## config.mk

```make
export PLATFORM = sky130hd
export DESIGN_NAME = spi_ram_master_flat
export DESIGN_NICKNAME = d
export VERILOG_FILES = /design/src/rtl/spi_ram_master_if.sv /design/src/rtl/spi_ram_master.sv /design/src/flat_wrapper.sv
export SDC_FILE = /design/constraint.sdc
export NUM_CORES = 1
export LEC_CHECK = 0
export CAP_MARGIN = 30
export CORE_ASPECT_RATIO = 0.7
export CORE_MARGIN = 2
export CORE_UTILIZATION = 30
export CTS_CLUSTER_DIAMETER = 200
export DETAILED_ROUTE_END_ITERATION = 7
export PLACE_DENSITY = 0.59
export SLEW_MARGIN = 20
export SYNTH_ARGS = -nofsm -noshare
export SYNTH_HDL_FRONTEND = slang
export SYNTH_SLANG_ARGS = --single-unit
```

## constraint.sdc

```tcl
create_clock -name clk -period 2.4 [get_ports clk]
set_clock_uncertainty 0.05 [all_clocks]
set_input_delay 0.48 -clock clk [delete_from_list [all_inputs] [get_ports clk]]
set_output_delay 0.48 -clock clk [all_outputs]
set_load 0.05 [all_outputs]
```

## src/rtl/spi_ram_master_if.sv

```systemverilog
// Host handshake plus SPI pins for spi_ram_master.
// slave = the controller itself; master = the host/board side that drives requests and miso.
interface spi_ram_master_if;
  logic       start;
  logic [1:0] cmd;
  logic [7:0] payload;
  logic       busy;
  logic       done;
  logic [7:0] rd_data;
  logic       ss_n;
  logic       sclk;
  logic       mosi;
  logic       miso;

  modport master (output start, cmd, payload, miso,
                  input  busy, done, rd_data, ss_n, sclk, mosi);
  modport slave  (input  start, cmd, payload, miso,
                  output busy, done, rd_data, ss_n, sclk, mosi);
endinterface

```

## src/rtl/spi_ram_master.sv

```systemverilog
// SPI mode-0 master issuing 10-bit {cmd,payload} frames to a serial RAM;
// cmd=11 adds a turnaround period and an 8-bit read-back.
module spi_ram_master #(
  parameter int CLK_DIV = 2
) (
  input logic             clk,
  input logic             rst_n,
  spi_ram_master_if.slave bus
);
  typedef enum logic [2:0] {IDLE, SHIFT_OUT, TURN, SHIFT_IN, GAP} state_t;

  state_t     state, state_nxt;
  logic [7:0] div_cnt;
  logic       phase;
  logic [3:0] bit_cnt;
  logic [9:0] sr;
  logic [7:0] rx;
  logic [7:0] rd_q;
  logic       is_rd;
  logic       done_q;
  logic       half_end, period_end, rise_edge, accept;

  assign half_end   = (div_cnt == 8'(CLK_DIV - 1));
  assign period_end = half_end & phase;
  assign rise_edge  = half_end & ~phase;
  assign accept     = (state == IDLE) & bus.start;

  // Every non-idle state, GAP included, is timed in whole SCLK periods,
  // so all transitions happen on a period boundary.
  always_comb begin
    state_nxt = state;
    case (state)
      IDLE:      if (bus.start) state_nxt = SHIFT_OUT;
      SHIFT_OUT: if (period_end && bit_cnt == 4'd9) state_nxt = is_rd ? TURN : GAP;
      TURN:      if (period_end) state_nxt = SHIFT_IN;
      SHIFT_IN:  if (period_end && bit_cnt == 4'd7) state_nxt = GAP;
      GAP:       if (period_end) state_nxt = IDLE;
      default:   state_nxt = IDLE;
    endcase
  end

  always_ff @(posedge clk) begin
    if (!rst_n) state <= IDLE;
    else        state <= state_nxt;
  end

  always_ff @(posedge clk) begin
    if (!rst_n) begin
      div_cnt <= '0;
      phase   <= 1'b0;
      bit_cnt <= '0;
      sr      <= '0;
      rx      <= '0;
      rd_q    <= '0;
      is_rd   <= 1'b0;
      done_q  <= 1'b0;
    end else begin
      done_q <= 1'b0;
      if (accept) begin
        sr      <= {bus.cmd, bus.payload};
        is_rd   <= (bus.cmd == 2'b11);
        div_cnt <= '0;
        phase   <= 1'b0;
        bit_cnt <= '0;
      end else if (state != IDLE) begin
        div_cnt <= half_end ? 8'd0 : div_cnt + 8'd1;
        if (half_end) phase <= ~phase;
        // miso was set up by the slave on the previous falling edge
        if (rise_edge && state == SHIFT_IN) rx <= {rx[6:0], bus.miso};
        if (period_end) begin
          bit_cnt <= (state_nxt != state) ? 4'd0 : bit_cnt + 4'd1;
          if (state == SHIFT_OUT) sr <= {sr[8:0], 1'b0};
          if (state == GAP) begin
            done_q <= 1'b1;
            if (is_rd) rd_q <= rx;
          end
        end
      end
    end
  end

  assign bus.ss_n    = (state == IDLE) || (state == GAP);
  assign bus.sclk    = phase & ~bus.ss_n;
  assign bus.mosi    = (state == SHIFT_OUT) & sr[9];
  assign bus.busy    = (state != IDLE);
  assign bus.done    = done_q;
  assign bus.rd_data = rd_q;
endmodule

```

## src/flat_wrapper.sv

```systemverilog
// flat-port wrapper written by rule: the top's interface ports become plain ports
module spi_ram_master_flat 
#(
  parameter int CLK_DIV = 2
)
  (clk, rst_n, bus_start, bus_cmd, bus_payload, bus_miso, bus_busy, bus_done, bus_rd_data, bus_ss_n, bus_sclk, bus_mosi);
  spi_ram_master_if bus_i ();
  input logic clk;
  input logic rst_n;
  input wire logic [$bits(bus_i.start)-1:0] bus_start;
  input wire logic [$bits(bus_i.cmd)-1:0] bus_cmd;
  input wire logic [$bits(bus_i.payload)-1:0] bus_payload;
  input wire logic [$bits(bus_i.miso)-1:0] bus_miso;
  output wire logic [$bits(bus_i.busy)-1:0] bus_busy;
  output wire logic [$bits(bus_i.done)-1:0] bus_done;
  output wire logic [$bits(bus_i.rd_data)-1:0] bus_rd_data;
  output wire logic [$bits(bus_i.ss_n)-1:0] bus_ss_n;
  output wire logic [$bits(bus_i.sclk)-1:0] bus_sclk;
  output wire logic [$bits(bus_i.mosi)-1:0] bus_mosi;
  assign bus_i.start = bus_start;
  assign bus_i.cmd = bus_cmd;
  assign bus_i.payload = bus_payload;
  assign bus_i.miso = bus_miso;
  assign bus_busy = bus_i.busy;
  assign bus_done = bus_i.done;
  assign bus_rd_data = bus_i.rd_data;
  assign bus_ss_n = bus_i.ss_n;
  assign bus_sclk = bus_i.sclk;
  assign bus_mosi = bus_i.mosi;
  spi_ram_master #(.CLK_DIV(CLK_DIV)) u_core (.clk(clk), .rst_n(rst_n), .bus(bus_i));
endmodule
```

==> impl_metrics.sql <==
INSERT INTO impl_metrics (metric_group, metric, value, unit) VALUES
('outcome', 'run_status', 'finished, final reports clean', ''),
('clock_network', 'cts-resized-gates', '0', ''),
('setup_path', 'nature_of_the_critical_path_endpoint', 'register', ''),
('sta', 'maxSlewHeadroom', '66.5', '%'),
('yosys', 'synthesis.nets', '242', ''),
('setup_path', 'path_cells', 'ha_1 -> nor4b_4 -> and3_1 -> nand3_1 -> buf_4 -> mux2i_1 -> a211oi_1', ''),
('placement', 'gp_congestion', '0.927', ''),
('pwr', 'share_comb_of_total_power', '9.3', '%'),
('setup_path', 'worst_path_max_delay_cell', 'dfxtp_1', ''),
('floorplan', 'dieArea', '7580', 'µm²'),
('yosys', 'synth-edff-count', '0', ''),
('floorplan', 'fp.coreArea', '6690', 'µm²'),
('worst_hold_path', 'min-delay-path-class', 'register to register', ''),
('sta', 'setup_viol_count_final', '0', ''),
('placement', 'post-place-ws', '225', 'ps'),
('pwr', 'power_leakage', '1.09', 'nW'),
('placement', 'dp_hpwl', '3.06', 'mm'),
('yosys', 'ys.warnings.count', '0', ''),
('setup_path', 'critical_path_buf_inv_count', '1', ''),
('placement', 'io_buffers', '26', ''),
('setup_path', 'critPathMaxStageDelay', '420', 'ps'),
('job', 'maxCapViolations', '0', ''),
('floorplan', 'number_of_top_level_design_ports', '27', ''),
('grt', 'number_of_global_route_vias_before_repair', '1497', ''),
('sta', 'layout_min_cycle_time', '2120', 'ps'),
('routing', 'num_vias', '1612', ''),
('clock_network', 'cts.clk_slew.worst_paths', '80', 'ps'),
('floorplan', 'die_h', '73.4', 'µm'),
('finish', 'nNetsFinal', '269', ''),
('setup_path', 'worst_ep_required_time', '2560', 'ps'),
('grt', 'globalRouteTotalUtil', '11.9', '%'),
('setup_path', 'path_delay_family', 'simple AND/OR/NAND/NOR gates', ''),
('routing', 'routed_via_density', '4.66', ''),
('pwr', 'share_of_total_power_in_sequential_cells', '51.0', '%'),
('yosys', 'async_sr_flop_fraction', '0', '%'),
('sta', 'setup_slack_of_the_critical_path_after_layout', '284', 'ps'),
('sta', 'max_frequency', '473', 'MHz'),
('sta', 'min_period_over_period', '88.2', '%'),
('clock_network', 'cts-htree-levels', '2', ''),
('pwr', 'sw_frac_of_total', '23.1', '%'),
('finish', 'area_of_the_multi_input_gates', '1100', 'µm²'),
('routing', 'dr.pass1.iters', '4', ''),
('routing', 'detail_route.wirelength', '4.28', 'mm'),
('pwr', 'ir_worst_vdd', '206', 'µV'),
('setup_path', 'worst_ep_arrival_time', '2280', 'ps'),
('yosys', 'syn_area', '2070', 'µm²'),
('sta', 'timing.setup.tns', '0', 'ps'),
('sta', 'final_hold_viol_count', '0', ''),
('routing', 'remaining_drc_errors', '0', ''),
('pwr', 'internal_power', '0.00115', 'W'),
('yosys', 'post_synth_inst_count', '224', ''),
('routing', 'final_antenna_net_count', '0', ''),
('yosys', 'syn-mean-instance-area', '9.22', 'µm²'),
('setup_path', 'critPathLaunchType', 'register', ''),
('clock_network', 'cts_buffers', '5', ''),
('grt', 'grt_first_pass_wirelength', '6.95', 'mm'),
('floorplan', 'initial_utilization', '30.9', '%'),
('floorplan', 'die_w', '103', 'µm'),
('yosys', 'seq_area_frac_synth', '42.6', '%'),
('sta', 'timing_max_transition_violations_final', '0', ''),
('clock_network', 'clock-sinks', '44', ''),
('clock_network', 'post_cts_buffers', '0', ''),
('setup_path', 'setup.worst_path.class', 'register to register', ''),
('yosys', 'yosys_register_bits', '44', ''),
('yosys', 'ys.flop_type', 'dfxtp_1', ''),
('clock_network', 'post_cts_hold_buffer_count', '0', ''),
('finish', 'area_delta_synth_final', '23.3', '%'),
('grt', 'grt_max_degree', '28', ''),
('sta', 'unrepaired_setup_endpoints_after_global_routing', 'no', ''),
('routing', 'drt-initial-drc-count', '106', ''),
('clock_network', 'cts.root.buffer_cell', 'clkbuf_8', '');
metrics by stage:
stage | hold WS (ps) | power [W] | instances | utilization (%)
after floorplan | 397 | 0.000865 | 224 | -
after detailed placement | 419 | 0.000921 | 338 | 36.2
final | 436 | 0.00150 | 346 | 38.1
after global routing | 442 | 0.00157 | 346 | 38.1
after global placement | 413 | 0.000919 | 338 | 36.2
after CTS | 435 | 0.00152 | 346 | 38.1
cell families (layout without fill, tap and decap cells):
family / Yosys count / count (layout) / synth area share (%)
xor+xnor: 8 / 8 / 3.39
buf+inv: 17 / 45 / 4.06
mux: 25 / 25 / 12.1
flops: 44 / 44 / 42.6
simple gates: 97 / 97 / 25.7
fa+ha+maj: 4 / 4 / 2.42
compound gates: 29 / 29 / 9.69
sequential cells by signal, indices dropped and copies added (netlist names):
name                count
u_core.sr              10
u_core.bus.rd_data      8
u_core.div_cnt          8
u_core.rx               8
u_core.bit_cnt          4
u_core.state            3
u_core.bus.done         1
u_core.is_rd            1
u_core.phase            1
power groups by stage:
stage                     Clock, W  Sequential, W  Combinational, W
after floorplan                  0       0.000775         0.0000905
after global placement           0       0.000781          0.000137
after detailed placement         0       0.000782          0.000139
after CTS                 0.000615       0.000764          0.000140
after global routing      0.000647       0.000768          0.000151
final                     0.000596       0.000764          0.000139
per-layer routing:
metal	GRT usage [%]	vias up	wire length, µm
met4	5.26	0	57
met3	3.04	5	225
met2	16.2	37	1700
met5	0	-	0
li1	-	847	-
met1	17.6	723	2290
placed cells by master (no fill, tap or decap), types with 2 or more instances in the layout:
master	count
a211oi_1	10
a21oi_1	7
a31oi_1	2
and3_1	4
and4_1	3
buf_4	9
clkbuf_8	6
clkdlybuf4s50_1	22
dfxtp_1	44
ha_1	4
inv_1	4
mux2i_1	25
nand2_1	11
nand3_1	9
nand3b_1	2
nand4_1	3
nand4b_1	2
nor2_1	43
nor2b_1	3
nor3_1	3
o21ai_0	3
o22ai_1	2
or3_1	3
or4b_1	2
xnor2_1	4
xor2_1	4
worst reg2reg max path, delay by kind of cell (launching register included):
kind | cells | cell delay (ps)
compound gates | 1 | 240
fa+ha+maj | 1 | 200
buf+inv | 1 | 210
flops | 1 | 420
simple gates | 3 | 780
mux | 1 | 140
cells in the mapped netlist (all sizes together) (2+ instances only):
cell type | n | share of area [%]
xor2 | 4 | 1.7
or3 | 3 | 0.91
nand4 | 4 | 1.9
xnor2 | 4 | 1.7
mux2i | 25 | 12
nor3 | 3 | 0.73
nor2b | 3 | 0.91
a21oi | 7 | 1.7
a31oi | 2 | 0.61
ha | 4 | 2.4
nand3 | 10 | 2.7
dfxtp | 44 | 43
nand3b | 3 | 1.3
o22ai | 2 | 0.61
nor2 | 44 | 8.1
buf | 7 | 2.2
nand2 | 11 | 2.0
inv | 4 | 0.73
clkbuf | 5 | 0.91
nand4b | 2 | 0.85
o21ai | 3 | 0.73
a211oi | 10 | 3.6
or4b | 3 | 1.6
and4 | 3 | 1.3
and3 | 5 | 1.6
cell type report:
| class | count | share of cell area [%] |
|---|---|---|
| Sequential cell | 44 | 34.6 |
| Inverter | 5 | 0.737 |
| Clock buffer | 6 | 3.24 |
| Clock inverter | 2 | 1.52 |
| Multi-Input combinational cell | 163 | 43.2 |
| Tap cell | 94 | 4.62 |
| Timing Repair Buffer | 32 | 12.1 |
path summary, 6_finish.rpt:
kind	from	end	slack (ps)	depth (start not counted)
worst max-delay path	u_core.div_cnt[0]$_SDFFE_PP0N_	u_core.sr[3]$_SDFFE_PN0P_	280	7
worst min-delay path	u_core.sr[0]$_SDFFE_PN0P_	u_core.sr[0]$_SDFFE_PN0P_	440	2
worst max register to register	u_core.div_cnt[0]$_SDFFE_PP0N_	u_core.sr[3]$_SDFFE_PN0P_	280	7
worst min register to register	u_core.sr[0]$_SDFFE_PN0P_	u_core.sr[0]$_SDFFE_PN0P_	440	2
Note: power is estimated with default switching activity, not from simulation.
